[config.mk]
export PLATFORM = sky130hd
export DESIGN_NAME = fifo_read_scheduler
export DESIGN_NICKNAME = d
export VERILOG_FILES = /design/src/rtl/fifo_read_scheduler.sv
export SDC_FILE = /design/constraint.sdc
export NUM_CORES = 1
export LEC_CHECK = 0
export CORE_ASPECT_RATIO = 1.2
export CORE_MARGIN = 4
export CORE_UTILIZATION = 30
export CTS_CLUSTER_DIAMETER = 120
export DETAILED_ROUTE_END_ITERATION = 8
export PLACE_DENSITY = 0.61
export SETUP_SLACK_MARGIN = 0.4
export SLEW_MARGIN = 20
export SYNTH_ARGS = -nofsm -noshare
export SYNTH_HDL_FRONTEND = slang
export SYNTH_SLANG_ARGS = --single-unit
[constraint.sdc]
create_clock -name read_clk -period 3.2 [get_ports read_clk]
set_input_delay 0.48 -clock read_clk [delete_from_list [all_inputs] [get_ports read_clk]]
set_output_delay 0.48 -clock read_clk [all_outputs]
set_load 0.03 [all_outputs]
[src/rtl/fifo_read_scheduler.sv]
// Read-side scheduler for the async FIFO: round-robin burst grants between two requesters,
// FIFO read issue with one-cycle latency absorbed by a 2-entry skid buffer on a valid/ready stream.
module fifo_read_scheduler #(
    parameter int DATA_WIDTH = 8,
    parameter int BURST_LEN  = 4,
    parameter int CNT_WIDTH  = 3
) (
    input  logic                  read_clk,
    input  logic                  write_rst,
    input  logic                  fifo_empty,
    output logic                  fifo_rd_en,
    input  logic [DATA_WIDTH-1:0] fifo_rd_data,
    input  logic [1:0]            req,
    output logic [1:0]            gnt,
    output logic                  out_valid,
    input  logic                  out_ready,
    output logic [DATA_WIDTH-1:0] out_data,
    output logic                  out_id,
    output logic                  out_last,
    output logic                  busy
);

    typedef enum logic [1:0] {IDLE, READ, DRAIN} state_t;

    localparam logic [CNT_WIDTH-1:0] BURST_CNT = CNT_WIDTH'(BURST_LEN);
    localparam logic [CNT_WIDTH-1:0] LAST_IDX  = CNT_WIDTH'(BURST_LEN - 1);

    state_t                state;
    state_t                state_next;
    logic                  rr_ptr;
    logic                  win_id;
    logic                  grant_id;
    logic [CNT_WIDTH-1:0]  issued;
    logic [CNT_WIDTH-1:0]  captured;
    logic                  in_flight;
    logic [DATA_WIDTH-1:0] buf_data [2];
    logic                  buf_last [2];
    logic                  rd_ptr;
    logic                  wr_ptr;
    logic [1:0]            occ;
    logic [1:0]            committed;
    logic                  pop;
    logic                  rd_en;

    assign out_valid = (occ != 2'd0);
    assign pop       = out_valid && out_ready;
    assign out_data  = buf_data[rd_ptr];
    assign out_last  = out_valid && buf_last[rd_ptr];
    assign out_id    = win_id;
    assign grant_id  = (req == 2'b11) ? rr_ptr : req[1];

    // Words that will still need a buffer slot after this cycle's accept; a new read
    // is allowed while this stays below two, which keeps 1 word/cycle when out_ready=1.
    assign committed = occ - {1'b0, pop} + {1'b0, in_flight};

    always_ff @(posedge read_clk or posedge write_rst) begin
        if (write_rst) state <= IDLE;
        else           state <= state_next;
    end

    always_comb begin
        state_next = state;
        case (state)
            IDLE:    if (req != 2'b00) state_next = READ;
            READ:    if (rd_en && (issued == LAST_IDX)) state_next = DRAIN;
            DRAIN:   if (!in_flight && (occ == 2'd0)) state_next = IDLE;
            default: state_next = IDLE;
        endcase
    end

    always_comb begin
        rd_en      = (state == READ) && !fifo_empty && (issued < BURST_CNT) && (committed < 2'd2);
        fifo_rd_en = rd_en;
        busy       = (state != IDLE);
    end

    // Grant, round-robin pointer and per-burst counters; the pointer moves to the
    // non-winner only once the burst's last word has left the buffer.
    always_ff @(posedge read_clk or posedge write_rst) begin
        if (write_rst) begin
            gnt      <= 2'b00;
            win_id   <= 1'b0;
            rr_ptr   <= 1'b0;
            issued   <= '0;
            captured <= '0;
        end else begin
            if (state == IDLE && req != 2'b00) begin
                win_id   <= grant_id;
                gnt      <= grant_id ? 2'b10 : 2'b01;
                issued   <= '0;
                captured <= '0;
            end else begin
                if (rd_en)     issued   <= issued + 1'b1;
                if (in_flight) captured <= captured + 1'b1;
            end
            if (state == DRAIN && state_next == IDLE) begin
                gnt    <= 2'b00;
                rr_ptr <= ~win_id;
            end
        end
    end

    always_ff @(posedge read_clk or posedge write_rst) begin
        if (write_rst) begin
            in_flight <= 1'b0;
            rd_ptr    <= 1'b0;
            wr_ptr    <= 1'b0;
            occ       <= 2'd0;
            for (int i = 0; i < 2; i++) begin
                buf_data[i] <= '0;
                buf_last[i] <= 1'b0;
            end
        end else begin
            in_flight <= rd_en;
            if (in_flight) begin
                buf_data[wr_ptr] <= fifo_rd_data;
                buf_last[wr_ptr] <= (captured == LAST_IDX);
                wr_ptr           <= ~wr_ptr;
            end
            if (pop) rd_ptr <= ~rd_ptr;
            occ <= occ + {1'b0, in_flight} - {1'b0, pop};
        end
    end

endmodule

======== After elaboration in Yosys (flattened, before gate mapping) ========
Index checks and enable logic that the tools add are counted.
cells by class
  $add $sub $neg .......................... 6
  order comparisons ....................... 5
  eq/ne operators ......................... 5
  multiplexer cells ....................... 24
  bitwise operators ....................... 5
  reduce and logical (&&, ||, !) cells .... 21
operators with widths
  kind                                                                   count
  8-bit two-way mux                                                      4
  16-bit bitwise mux                                                     1
  2-bit two-way mux                                                      6
  3-bit two-way mux                                                      4
  2-bit nonzero test                                                     6
  1-bit logical AND                                                      10
  8-bit demux with 1-bit select                                          1
  3-bit by 1-bit adder with 3-bit output, second input constant          2
  3-bit by 2-bit equality test with 1-bit output, second input constant  2
  2-bit logical NOT                                                      3
  2-bit case mux with 3 select lines                                     1
  1-bit two-way mux                                                      5
  2-bit by 1-bit adder with 2-bit output                                 2
  2-bit equality test, second input constant                             2
  2-bit >= comparator, second input constant                             2
  1-bit NOT with 2-bit output                                            2
  2-bit by 1-bit subtractor with 2-bit output                            2
  3-bit < comparator, second input constant                              1
  1-bit NOT                                                              3
  2-bit bitwise mux                                                      1
  2-bit by 1-bit equality test with 1-bit output, second input constant  1
  1-bit logical NOT                                                      2
  2-bit by 1-bit < comparator with 1-bit output, second input constant   1
  2-bit < comparator, second input constant                              1
  1-bit demux with 1-bit select                                          1
storage, ports and cells
  flip-flop bits (word level) ............. 35
  input bits .............................. 14
  output and inout port bits .............. 15
  word-level logic and storage cells ...... 80

======== Depth between registers and ports, before layout ========
  depth in word-level cells ............... 12
  depth in mapped cells ................... 10
  mapped depth without buffers ............ 10

======== Least setup slack after synthesis ========
No wires, ideal clock.
  path type ............................... register -> output
  start point ............................. register occ[0]
  end point ............................... output port fifo_rd_en
  arrival time ............................ 1822 ps
  required time ........................... 2720 ps
  slack ................................... 898 ps
  cell stages (with the launch flop) ...... 10
  path buffers ............................ 0
  path through ............................ dfrtp_1 nor2_1 inv_1 and2_1 ha_1 inv_1 ha_1 xnor3_1 nand2_1 inv_2
between the ends
  longest elaborated chain between the ends .. 6
RTL lines
  element                                      line  text
  start: declaration                           40    logic [1:0] occ;
  start signal: assignment                     121   occ <= occ + {1'b0, in_flight} - {1'b0, pop};
  2-bit nonzero test                           45    assign out_valid = (occ != 2'd0);
  net out_valid                                15    output logic out_valid,
  1-bit logical AND                            46    assign pop = out_valid && out_ready;
  net pop                                      42    logic pop;
  2-bit by 1-bit subtractor with 2-bit output  54    assign committed = occ - {1'b0, pop} + {1'b0, in_flight};
  2-bit by 1-bit adder with 2-bit output       54
  2-bit < comparator                           72    rd_en = (state == READ) && !fifo_empty && (issued < BURST_CNT) && (committed < 2'd2);
  1-bit logical AND                            72
  end: declaration                             11    output logic fifo_rd_en,
The timed path passes the listed nets, and every way through them passes these cells.

======== Worst setup path after layout ========
  start point ............................. register occ[0]
  end point ............................... output port fifo_rd_en
between the ends
  longest elaborated chain between the ends .. 6
RTL lines
  element                                      line
  2-bit nonzero test                           45
  1-bit logical AND                            46
  net pop                                      42
  2-bit by 1-bit subtractor with 2-bit output  54
  2-bit by 1-bit adder with 2-bit output       54
  2-bit < comparator                           72
  1-bit logical AND                            72
The timed path passes the listed nets, and every way through them passes these cells.

==> results.cfg <==
[power]
leakage_nw = 0.9117
p_per_area_mw_per_mm2 = 1013
peakVddDrop_mv = 0.3065
finalPower_mw = 2.049

[route]
dr.pass1.iters = 4
routed_wl_mm = 3.099
routed-via-count = 1017
wire_per_inst_um = 14.41
antenna_left = 0
drc = 0
routed_via_density = 4.730
drt_iter0_drc = 43

[cts]
clockBufferDepth = 2
clkSinkCount = 35
clkTransAtPathRegs_ns = 0.07
cts_tree = built
h-tree-depth = 2
cts_buffers = 5
root_buffer = clkbuf_8
ctsHoldBuffers = 0
clk_latency_ns = 0.28

[grt]
grtUsageMet1 = 0.1255
grt_max_degree = 36
grtUsageMet2 = 0.1766
grt_pass1_vias = 1156
grt-busiest-layer = met2
grt_pass1_wl_mm = 5.285
groute.layer.met3.usage = 0.04042
grtUsageTotal = 0.1079
antenna_found_initial = 0
grt_overflow_total = 0

[finish]
final_common_cell = dfrtp_1
final_cell_mix = 35 x dfrtp_1, 27 x mux2_2, 27 x clkdlybuf4s50_1
area_growth_pct = 28.54
diodes = 0
instances_no_fill = 215
postLayoutCellArea_mm2 = 0.002023
layout-drive-gt1-share = 0.2581
nets = 174
final_util = 0.4038
fillers = 477

[synth]
synth_fa_ha_area_frac = 0.04769
synth_simple_gate_area_frac = 0.06280
synth_compound_area_frac = 0.05644
syn-num-nets = 140
synth_xor_xnor_area_share = 0.03100
yosys.cell_types.count = 28
synthCells = 120
synthMuxAreaShare = 0.2059
ys.warnings.count = 0
synth-seq-cells = 35
avgSynthCellArea_um2 = 13.12
synth_area_mm2 = 0.001574
ys_seq_area_frac = 0.5564
synth_top_family_by_area = multiplexers

[setup_path]
path_depth = 10
r2r_cells = 11
cp_top_family = adder cells
crit_required_ns = 2.72
endpoint_kind = primary output
cp_max_fo = 4
crit_type = reg2out
path_buf_inv = 4
crit_path_start_kind = flip-flop
cp.arrival_ns = 2.17
critPathSlowestCell = dfrtp_1
max_stage_delay_ns = 0.40
crit_chain = nor2_2 -> inv_1 -> and2_1 -> ha_1 -> inv_1 -> ha_1 -> xnor3_1 -> nand2_1 -> inv_2 -> clkbuf_4

[timing]
min_period_over_period = 0.8280
tightest_slew_ns = 0.4909
fmax_mhz = 377.4
finalCriticalPeriod_ns = 2.650
slew_headroom = 0.6715
skew_ns = 0.005904
hold_viol = 0
final_max_slew_viol_count = 0
rsz0062_at_grt = false
final.setup.tns_ns = 0
setup_viol = 0

[floorplan]
start_util = 0.3142
die_x_um = 74.12
design.core.area_mm2 = 0.005010
io_pins = 29
die_y_um = 87.35
die-area_mm2 = 0.006474
rows = 28

[placement]
hpwlAfterDp_mm = 2.290
port_buffers = 28
placedCellCount = 206
place_congestion = 0.7456
placed_cell_area_mm2 = 0.001916

[job]
max-cap-violations = 0

[hold_path]
hold_class = reg2reg
whs_path_depth = 1

[run_status]
status = complete, no violations
==> report_power, final <==
group | switching, mW | internal (mW)
registers | 0.138 | 0.639
clock network | 0.149 | 0.196
logic | 0.453 | 0.474
==> path summary, 6_finish.rpt <==
check | to | slack [ns] | startpoint
setup / recovery | fifo_rd_en | 0.55 | occ[0]$_DFF_PP0_
hold / removal | wr_ptr$_DFFE_PP0P_ | 0.50 | wr_ptr$_DFFE_PP0P_
setup reg to reg | state[0]$_DFF_PP0_ | 1.11 | occ[0]$_DFF_PP0_
hold reg to reg | wr_ptr$_DFFE_PP0P_ | 0.50 | wr_ptr$_DFFE_PP0P_
max in group asynchronous | buf_data[3]$_DFFE_PP0P_ | 2.29 | write_rst
min in group asynchronous | rd_ptr$_DFFE_PP0P_ | 0.60 | write_rst
==> cells in the mapped netlist (all sizes together) <==
cell     number  area share
a211oi        1      0.0048
a21boi        1      0.0048
a21oi         1      0.0032
a221oi        1      0.0095
and2          1      0.0040
buf           3       0.014
dfrtp        35        0.56
ha            6       0.048
inv          11       0.026
mux2         27        0.19
mux2i         2       0.013
nand2         3      0.0072
nand2b        2      0.0079
nand3         3      0.0095
nor2          8       0.019
nor3          1      0.0032
nor4b         1      0.0056
o211a         1      0.0064
o21ai         4       0.013
o221ai        1      0.0056
o22ai         1      0.0040
o2bb2ai       1      0.0056
or4b          1      0.0064
xnor2         1      0.0056
xnor3         1       0.014
xor2          2       0.011
==> through the flow <==
step	hold WS, ns	worst slack (ns)
after detailed placement	0.4736	0.06624
after global routing	0.5121	0.3956
after global placement	0.4703	0.07988
after floorplan	0.4543	0.8977
after CTS	0.4883	0.4809
final	0.5008	0.5504
==> cell type report <==
class	count	area (µm²)	area share
Sequential cell	35	875.8	0.4329
Multi-Input combinational cell	71	638.1	0.3154
Timing Repair Buffer	30	292.8	0.1447
Tap cell	60	75.07	0.03711
Clock buffer	8	100.1	0.04947
Inverter	11	41.29	0.02041
==> metal layers <==
metal / wire length, µm / vias up
met5: 0 / -
met2: 1497 / 27
met3: 199 / 7
met4: 44 / 0
li1: - / 486
met1: 1358 / 497
==> cells by family (layout without fill, tap and decap cells) <==
group / Yosys count / count (layout)
compound gates: 12 / 12
xor+xnor: 4 / 4
fa+ha+maj: 6 / 6
buf+inv: 14 / 49
flops: 35 / 35
mux: 29 / 29
simple gates: 20 / 20
==> sequential cells by signal, indices dropped and copies added, names as in the netlist <==
name / count
buf_data: 16
occ: 2
buf_last: 2
state: 2
wr_ptr: 1
issued: 3
in_flight: 1
rd_ptr: 1
out_id: 1
gnt: 2
rr_ptr: 1
captured: 3
==> timing repair <==
item,CTS,global route
pin swaps,0,0
setup endpoints to repair,1,1
buffers inserted,0,1
resized for setup,5,2
Power figures use the tool's default switching activity.
